<file path="src/rtl/maxmin_sort_ctrl_if.sv">
// Producer/consumer streams plus the shared max/min unit port for maxmin_sort_ctrl.
// master = controller side, slave = producer/consumer/compare-unit side; no latency of its own.
interface maxmin_sort_ctrl_if #(
    parameter int WIDTH = 8
);
    logic [WIDTH-1:0] in_data;
    logic             in_valid;
    logic             in_ready;
    logic [WIDTH-1:0] out_data;
    logic             out_valid;
    logic             out_ready;
    logic [WIDTH-1:0] cmp_a;
    logic [WIDTH-1:0] cmp_b;
    logic [WIDTH-1:0] cmp_max;
    logic [WIDTH-1:0] cmp_min;
    logic             busy;
    logic             done;

    modport master (
        input  in_data, in_valid, out_ready, cmp_max, cmp_min,
        output in_ready, out_data, out_valid, cmp_a, cmp_b, busy, done
    );

    modport slave (
        output in_data, in_valid, out_ready, cmp_max, cmp_min,
        input  in_ready, out_data, out_valid, cmp_a, cmp_b, busy, done
    );
endinterface

</file>
<file path="src/rtl/maxmin_sort_ctrl.sv">
// Bubble-sorts a DEPTH-word block through an external max/min unit; first output (DEPTH-1)^2+1 cycles after last load.
// Backpressure: in_ready only in LOAD, out_data held while out_valid && !out_ready; done pulses the cycle after the last handshake.
module maxmin_sort_ctrl #(
    parameter int WIDTH = 8,
    parameter int DEPTH = 4
) (
    input  logic               clk,
    input  logic               rst,
    maxmin_sort_ctrl_if.master bus
);
    localparam int IW = (DEPTH > 1) ? $clog2(DEPTH) : 1;
    localparam logic [IW-1:0] LAST  = IW'(DEPTH - 1);
    localparam logic [IW-1:0] LAST2 = IW'(DEPTH - 2);

    typedef enum logic [1:0] {
        LOAD  = 2'd0,
        SORT  = 2'd1,
        DRAIN = 2'd2
    } state_t;

    state_t          state;
    logic [IW-1:0]   wr_idx;
    logic [IW-1:0]   rd_idx;
    logic [IW-1:0]   pass;
    logic [IW-1:0]   pos;
    logic [IW-1:0]   pos_nxt;
    logic            done_q;
    logic [WIDTH-1:0] mem [DEPTH];

    assign pos_nxt = pos + IW'(1);

    always_ff @(posedge clk) begin
        if (rst) begin
            state  <= LOAD;
            wr_idx <= '0;
            rd_idx <= '0;
            pass   <= '0;
            pos    <= '0;
            done_q <= 1'b0;
        end else begin
            done_q <= 1'b0;
            case (state)
                LOAD: begin
                    if (bus.in_valid) begin
                        if (wr_idx == LAST) begin
                            wr_idx <= '0;
                            state  <= SORT;
                        end else begin
                            wr_idx <= wr_idx + IW'(1);
                        end
                    end
                end
                SORT: begin
                    // Fixed schedule: every pass walks every position, no early exit.
                    if (pos == LAST2) begin
                        pos <= '0;
                        if (pass == LAST2) begin
                            pass  <= '0;
                            state <= DRAIN;
                        end else begin
                            pass <= pass + IW'(1);
                        end
                    end else begin
                        pos <= pos_nxt;
                    end
                end
                DRAIN: begin
                    if (bus.out_ready) begin
                        if (rd_idx == LAST) begin
                            rd_idx <= '0;
                            state  <= LOAD;
                            done_q <= 1'b1;
                        end else begin
                            rd_idx <= rd_idx + IW'(1);
                        end
                    end
                end
                default: state <= LOAD;
            endcase
        end
    end

    // Storage is never cleared; reads are gated by state so stale words never escape.
    always_ff @(posedge clk) begin
        if (!rst) begin
            if (state == LOAD && bus.in_valid) begin
                mem[wr_idx] <= bus.in_data;
            end else if (state == SORT) begin
                mem[pos]     <= bus.cmp_min;
                mem[pos_nxt] <= bus.cmp_max;
            end
        end
    end

    assign bus.in_ready  = (state == LOAD);
    assign bus.busy      = (state == SORT);
    assign bus.out_valid = (state == DRAIN);
    assign bus.out_data  = (state == DRAIN) ? mem[rd_idx]  : '0;
    assign bus.cmp_a     = (state == SORT)  ? mem[pos]     : '0;
    assign bus.cmp_b     = (state == SORT)  ? mem[pos_nxt] : '0;
    assign bus.done      = done_q;
endmodule

</file>
<file path="src/flat_wrapper.sv">
// flat-port wrapper written by rule: the top's interface ports become plain ports
module maxmin_sort_ctrl_flat 
#(
    parameter int WIDTH = 8,
    parameter int DEPTH = 4
)
  (clk, rst, bus_in_data, bus_in_valid, bus_out_ready, bus_cmp_max, bus_cmp_min, bus_in_ready, bus_out_data, bus_out_valid, bus_cmp_a, bus_cmp_b, bus_busy, bus_done);
  maxmin_sort_ctrl_if #(.WIDTH(WIDTH)) bus_i ();
  input  logic clk;
  input  logic rst;
  input wire logic [$bits(bus_i.in_data)-1:0] bus_in_data;
  input wire logic [$bits(bus_i.in_valid)-1:0] bus_in_valid;
  input wire logic [$bits(bus_i.out_ready)-1:0] bus_out_ready;
  input wire logic [$bits(bus_i.cmp_max)-1:0] bus_cmp_max;
  input wire logic [$bits(bus_i.cmp_min)-1:0] bus_cmp_min;
  output wire logic [$bits(bus_i.in_ready)-1:0] bus_in_ready;
  output wire logic [$bits(bus_i.out_data)-1:0] bus_out_data;
  output wire logic [$bits(bus_i.out_valid)-1:0] bus_out_valid;
  output wire logic [$bits(bus_i.cmp_a)-1:0] bus_cmp_a;
  output wire logic [$bits(bus_i.cmp_b)-1:0] bus_cmp_b;
  output wire logic [$bits(bus_i.busy)-1:0] bus_busy;
  output wire logic [$bits(bus_i.done)-1:0] bus_done;
  assign bus_i.in_data = bus_in_data;
  assign bus_i.in_valid = bus_in_valid;
  assign bus_i.out_ready = bus_out_ready;
  assign bus_i.cmp_max = bus_cmp_max;
  assign bus_i.cmp_min = bus_cmp_min;
  assign bus_in_ready = bus_i.in_ready;
  assign bus_out_data = bus_i.out_data;
  assign bus_out_valid = bus_i.out_valid;
  assign bus_cmp_a = bus_i.cmp_a;
  assign bus_cmp_b = bus_i.cmp_b;
  assign bus_busy = bus_i.busy;
  assign bus_done = bus_i.done;
  maxmin_sort_ctrl #(.WIDTH(WIDTH), .DEPTH(DEPTH)) u_core (.clk(clk), .rst(rst), .bus(bus_i));
endmodule
</file>
<file path="config.mk">
export PLATFORM = sky130hd
export DESIGN_NAME = maxmin_sort_ctrl_flat
export DESIGN_NICKNAME = d
export VERILOG_FILES = /design/src/rtl/maxmin_sort_ctrl_if.sv /design/src/rtl/maxmin_sort_ctrl.sv /design/src/flat_wrapper.sv
export SDC_FILE = /design/constraint.sdc
export NUM_CORES = 1
export LEC_CHECK = 0
export BUFFER_PORTS_ARGS = -buffer_cell sky130_fd_sc_hd__buf_2
export CAP_MARGIN = 30
export CORE_UTILIZATION = 30
export CTS_CLUSTER_SIZE = 14
export DETAILED_ROUTE_END_ITERATION = 7
export PLACE_DENSITY = 0.56
export SLEW_MARGIN = 20
export SYNTH_ARGS = -nofsm -noshare
export SYNTH_HDL_FRONTEND = slang
export SYNTH_SLANG_ARGS = --single-unit
</file>
<file path="constraint.sdc">
create_clock -name clk -period 2.6 [get_ports clk]
set_input_delay 0.52 -clock clk [delete_from_list [all_inputs] [get_ports clk]]
set_output_delay 0.52 -clock clk [all_outputs]
set_load 0.005 [all_outputs]
</file>
Word level (Yosys, flattened, before mapping)
Memories as Yosys holds them, arrays and structs flattened. A register that Yosys moved wholly into a read port is not among the register bits.
Cells that the tools add are included.
W data, S select, Z words.
Storage, ports and cells
  latch bits: 0
  memory bits (read-only): 0
  word-level logic and storage cells: 62
  memories kept: 1
  RAM bits: 32
  register bits: 11
  bits of input ports: 28
Operators by class
  magnitude comparators: 0
  eq/ne operators: 12
  $mul: 0
  muxes and demuxes: 29
  bitwise logic cells: 2
  divide/modulo/power cells: 0
  reduce and logical (&&, ||, !) cells: 8
  add/sub/neg operators: 4
  shift-type cells: 0
Memory list
  u_core.mem: words 4, width 8, read ports 3, clocked after memory_dff 2, wr ports 2, line maxmin_sort_ctrl.sv:28  | logic [WIDTH-1:0] mem [DEPTH];
Operators by type and width (number)
  $mux W8: 4
  $mux W2: 15
  $eq A2 B2 Y1 const B: 5
  $mux W1: 9
  $add A2 B1 Y2 const B: 4
  $ne A2 B1 Y1 const B: 4
  $reduce_or A8 Y1: 1
  $pmux W2 S3: 1
  $reduce_and A2 Y1: 3
  $reduce_and A6 Y1: 1
  $ne A2 B2 Y1 const B: 2
  $reduce_or A3 Y1: 1
  $eq A2 B1 Y1 const B: 1
  $logic_not A2 Y1: 1
  $not A1 Y1: 2
  $logic_and A1 B1 Y1: 1

Depth between registers and ports, before layout
  depth in word-level cells: 7
  depth in mapped cells: 6
  depth with buffers taken out: 5

Worst setup path after synthesis
No wires, ideal clock.
  path type: reg2out
  start point: register u_core.pos[0]
  end point: output port bus_cmp_b[0]
  stages on the path, launching flop included: 7
  setup slack: 178 ps
  arrival time: 1902 ps
  path through: dfxtp_1 buf_2 inv_1 ha_1 buf_2 mux4_2 and2_1
Between the ends
  word-level cells in the longest chain between the ends: 3
RTL lines
  start: declaration: line maxmin_sort_ctrl.sv:25  | logic [IW-1:0] pos;
  start signal: assignment: line maxmin_sort_ctrl.sv:64  | pos <= pos_nxt;
  $add A2 B1 Y2: line maxmin_sort_ctrl.sv:30  | assign pos_nxt = pos + IW'(1);
  $mem_v2 Z4 W8
  $mux W8: line maxmin_sort_ctrl.sv:100  | assign bus.cmp_b = (state == SORT) ? mem[pos_nxt] : '0;
  end: declaration: line flat_wrapper.sv:20  | output wire logic [$bits(bus_i.cmp_b)-1:0] bus_cmp_b;
No other way between the ends.

Worst setup path in the final report
  start point: register u_core.pos[1]
  end point: output port bus_cmp_b[7]
The elaborated chain is that of the path after synthesis.

==> impl_metrics.yaml <==
logic_synthesis:
  yosysTopAreaCell: "edfxtp_1"
  yosysTopAreaCellShare_pct: 31.84
  synthDistinctLibCells: 27
  synth_nets: 291
  synth_seq_cells: 47
  ys_seq_area_share_pct: 41.79
  avgSynthCellArea_um2: 11.88
  synth_common_cells: "a21oi_1, mux2i_1, edfxtp_1"
  yosys_warnings: 0
  synth_most_common_cell: "a21oi_1"
  synth.cell_area_um2: 3018
  synth_edf_count: 32
  yosys-top-cells-area: "edfxtp_1, mux4_2, mux2i_1, dfxtp_1, a21oi_1"
  synthArstFlopShare_pct: 0
  synth_cells: 254
  synth_flop_cell: "edfxtp_1"
worst_setup_path:
  startpoint: "u_core.pos[1]$_SDFFE_PP0P_"
  r2r_start: "u_core.state[0]$_SDFFE_PP0P_"
  path_max_fanout: 8
  critPathKind: "reg -> out"
  worstSetupEndpoint: "bus_cmp_b[7]"
  worst-r2r-setup-slack_ns: 0.54
  end_kind: "primary output"
  cp.required_ns: 2.08
  cp.arrival_ns: 1.98
  reg2regPathDepth: 3
  r2r_end: "u_core.mem[1][6]$_DFFE_PP_"
  crit_path_start_kind: "register"
global_routing:
  grt_pass1_wl_mm: 11.18
  grt-ovfl-total: 0
  antenna_found_initial: 0
  grt_max_degree: 41
  grt.total_usage_pct: 14.52
  grt_pass1_vias: 2021
routing:
  drc: 0
  drt-pass1-iter-count: 4
  wl_met1_mm: 3.598
  antenna_left: 0
  wirelength_mm: 7.225
  dr_wl_met3_um: 314
  vias: 2187
  wl_per_cell_um: 16.42
  viasPerCell: 4.970
  wl_met2_mm: 3.264
  routed.top_layer: "met4"
  drtIter0Drc: 177
worst_hold_path:
  timing.hold.worst.class: "reg -> reg"
  min-delay-start: "u_core.pass[0]$_SDFFE_PP0P_"
clock_tree:
  cts-root-buf: "clkbuf_8"
  postCtsSetupBuffers: 0
  clk-insertion-delay-late_ns: 0.29
  clkSinkCount: 47
  cts_buffers: 5
  path_clk_slew_ns: 0.08
  htreeDepth: 2
  cts_buffer_depth: 2
  tritoncts: "done"
sta:
  fmax_ghz: 0.3999
  finalSetupViolCount: 0
  fin_setup_tns_ns: 0
  finalHoldViolations: 0
  fin_skew_ns: 0.006853
  final-max-slew-violation-count: 0
  maxSlewHeadroom_pct: 62.03
  min_period_ns: 2.501
  tightest_slew_ns: 0.5688
  period_share_pct: 96.18
  rsz0062_at_grt: "no"
place:
  place_hpwl_mm: 5.457
  gp_congestion: 0.7415
  place_inst: 432
  port_buffers: 55
floorplanning:
  row_count: 36
  start_util_pct: 30.88
  die_y_um: 102.3
  die_w_um: 102.3
  dieArea_um2: 10460
  io_pins: 56
  core_um2: 9774
power_and_ir_drop:
  total_power_mw: 1.407
  p_leak_nw: 1.307
  ir_drop_mv: 0.1884
  p_per_area_nw_per_um2: 397.8
job:
  max_cap_viol_count: 0
cells_and_area:
  fin_cells: 440
  nNetsFinal: 343
  n_antenna_cell: 0
  syn_to_final_growth_pct: 17.21
  drive_above_1_share_pct: 32.25
status:
  run_status: "completed"
## timing repair
item,in CTS,in global routing
hold buffers,0,0
setup endpoints to repair,0,7
gates resized for setup,0,2
hold endpoints to repair,0,0
## report_power, final
part / total [mW] / internal, mW / switching (mW)
clock: 0.415 / 0.185 / 0.230
combinational: 0.158 / 0.0758 / 0.0818
sequential: 0.834 / 0.819 / 0.0156
total: 1.41 / 1.08 / 0.327
## worst min-delay path by stage
stage / slack, ns / depth (start not counted) / endpoint
CTS: 0.48 / 2 / u_core.pass[0]$_SDFFE_PP0P_
global placement: 0.46 / 2 / u_core.pass[0]$_SDFFE_PP0P_
finish: 0.48 / 2 / u_core.pass[0]$_SDFFE_PP0P_
global route: 0.52 / 2 / u_core.rd_idx[1]$_SDFFE_PP0P_
floorplan: 0.45 / 2 / u_core.pass[0]$_SDFFE_PP0P_
detailed placement: 0.47 / 2 / u_core.pass[0]$_SDFFE_PP0P_
## layer usage
metal | GRT usage [%] | up-vias
met5 | 0 | -
met1 | 21.44 | 1047
met2 | 22.15 | 57
met4 | 3.846 | 0
li1 | - | 1081
met3 | 2.189 | 2
## cells in the final DEF, fill, tap and decap left out
cell type and instances:
nor2b_1 3, inv_2 2, clkbuf_8 5, nand4bb_1 1
o2bb2ai_1 1, nand2b_1 2, a2111oi_0 1, clkinv_2 1
nand3_1 1, or2_2 1, buf_2 55, edfxtp_1 32
dfxtp_1 15, inv_1 1, a2111oi_2 1, nand2_1 11
nor3b_1 2, clkinv_1 1, ha_1 9, buf_4 8
nand3b_1 5, clkbuf_1 1, and2_1 24, buf_6 1
mux2i_1 34, mux4_2 24, nor2_1 13, or3_1 2
a21oi_1 43, or3b_1 2, a221o_1 4, nor3b_2 1
## layout make-up
cell class | count | area, um2
Inverter | 3 | 11.26
Clock buffer | 6 | 72.57
Tap cell | 133 | 166.4
Timing Repair Buffer | 64 | 346.6
Clock inverter | 2 | 8.758
Fill cell | 953 | 6237
Sequential cell | 47 | 1261
Multi-Input combinational cell | 185 | 1670
## cells by family (layout without fill, tap and decap cells)
| family | Yosys count | in the layout | synth area share, % |
|---|---|---|---|
| mux | 58 | 58 | 29.19 |
| compound gates | 50 | 50 | 9.536 |
| flops | 47 | 47 | 41.79 |
| fa+ha+maj | 9 | 9 | 3.731 |
| simple gates | 68 | 68 | 12.73 |
| buf+inv | 22 | 75 | 3.027 |
## flip-flops by register name (all words and copies together), names as in the netlist, named ones only
register	flops
u_core.state	2
u_core.mem	32
u_core.pos	2
u_core.wr_idx	2
u_core.bus.done	1
u_core.rd_idx	2
u_core.pass	2
## stage by stage
| step | hold slack [ns] | instance area [um2] | worst slack, ns | utilization [%] |
|---|---|---|---|---|
| 3_5_place_dp | 0.4685 | 3452 | 0.3631 | 35.32 |
| 6_report | 0.4786 | 3537 | 0.09925 | 36.19 |
| 5_1_grt | 0.5221 | 3537 | 0.01960 | 36.19 |
| 3_3_place_gp | 0.4622 | 3452 | 0.3902 | 35.32 |
| 2_1_floorplan | 0.4479 | 3018 | 0.1780 | - |
| 4_1_cts | 0.4807 | 3533 | 0.03591 | 36.15 |
## critical path, cell delays in order, from the launching register on
cell and delay, ns:
dfxtp_1 0.33, inv_1 0.09, ha_1 0.30, buf_6 0.16, mux4_2 0.49, and2_1 0.18, buf_2 0.13
Power figures use the tool's default switching activity.
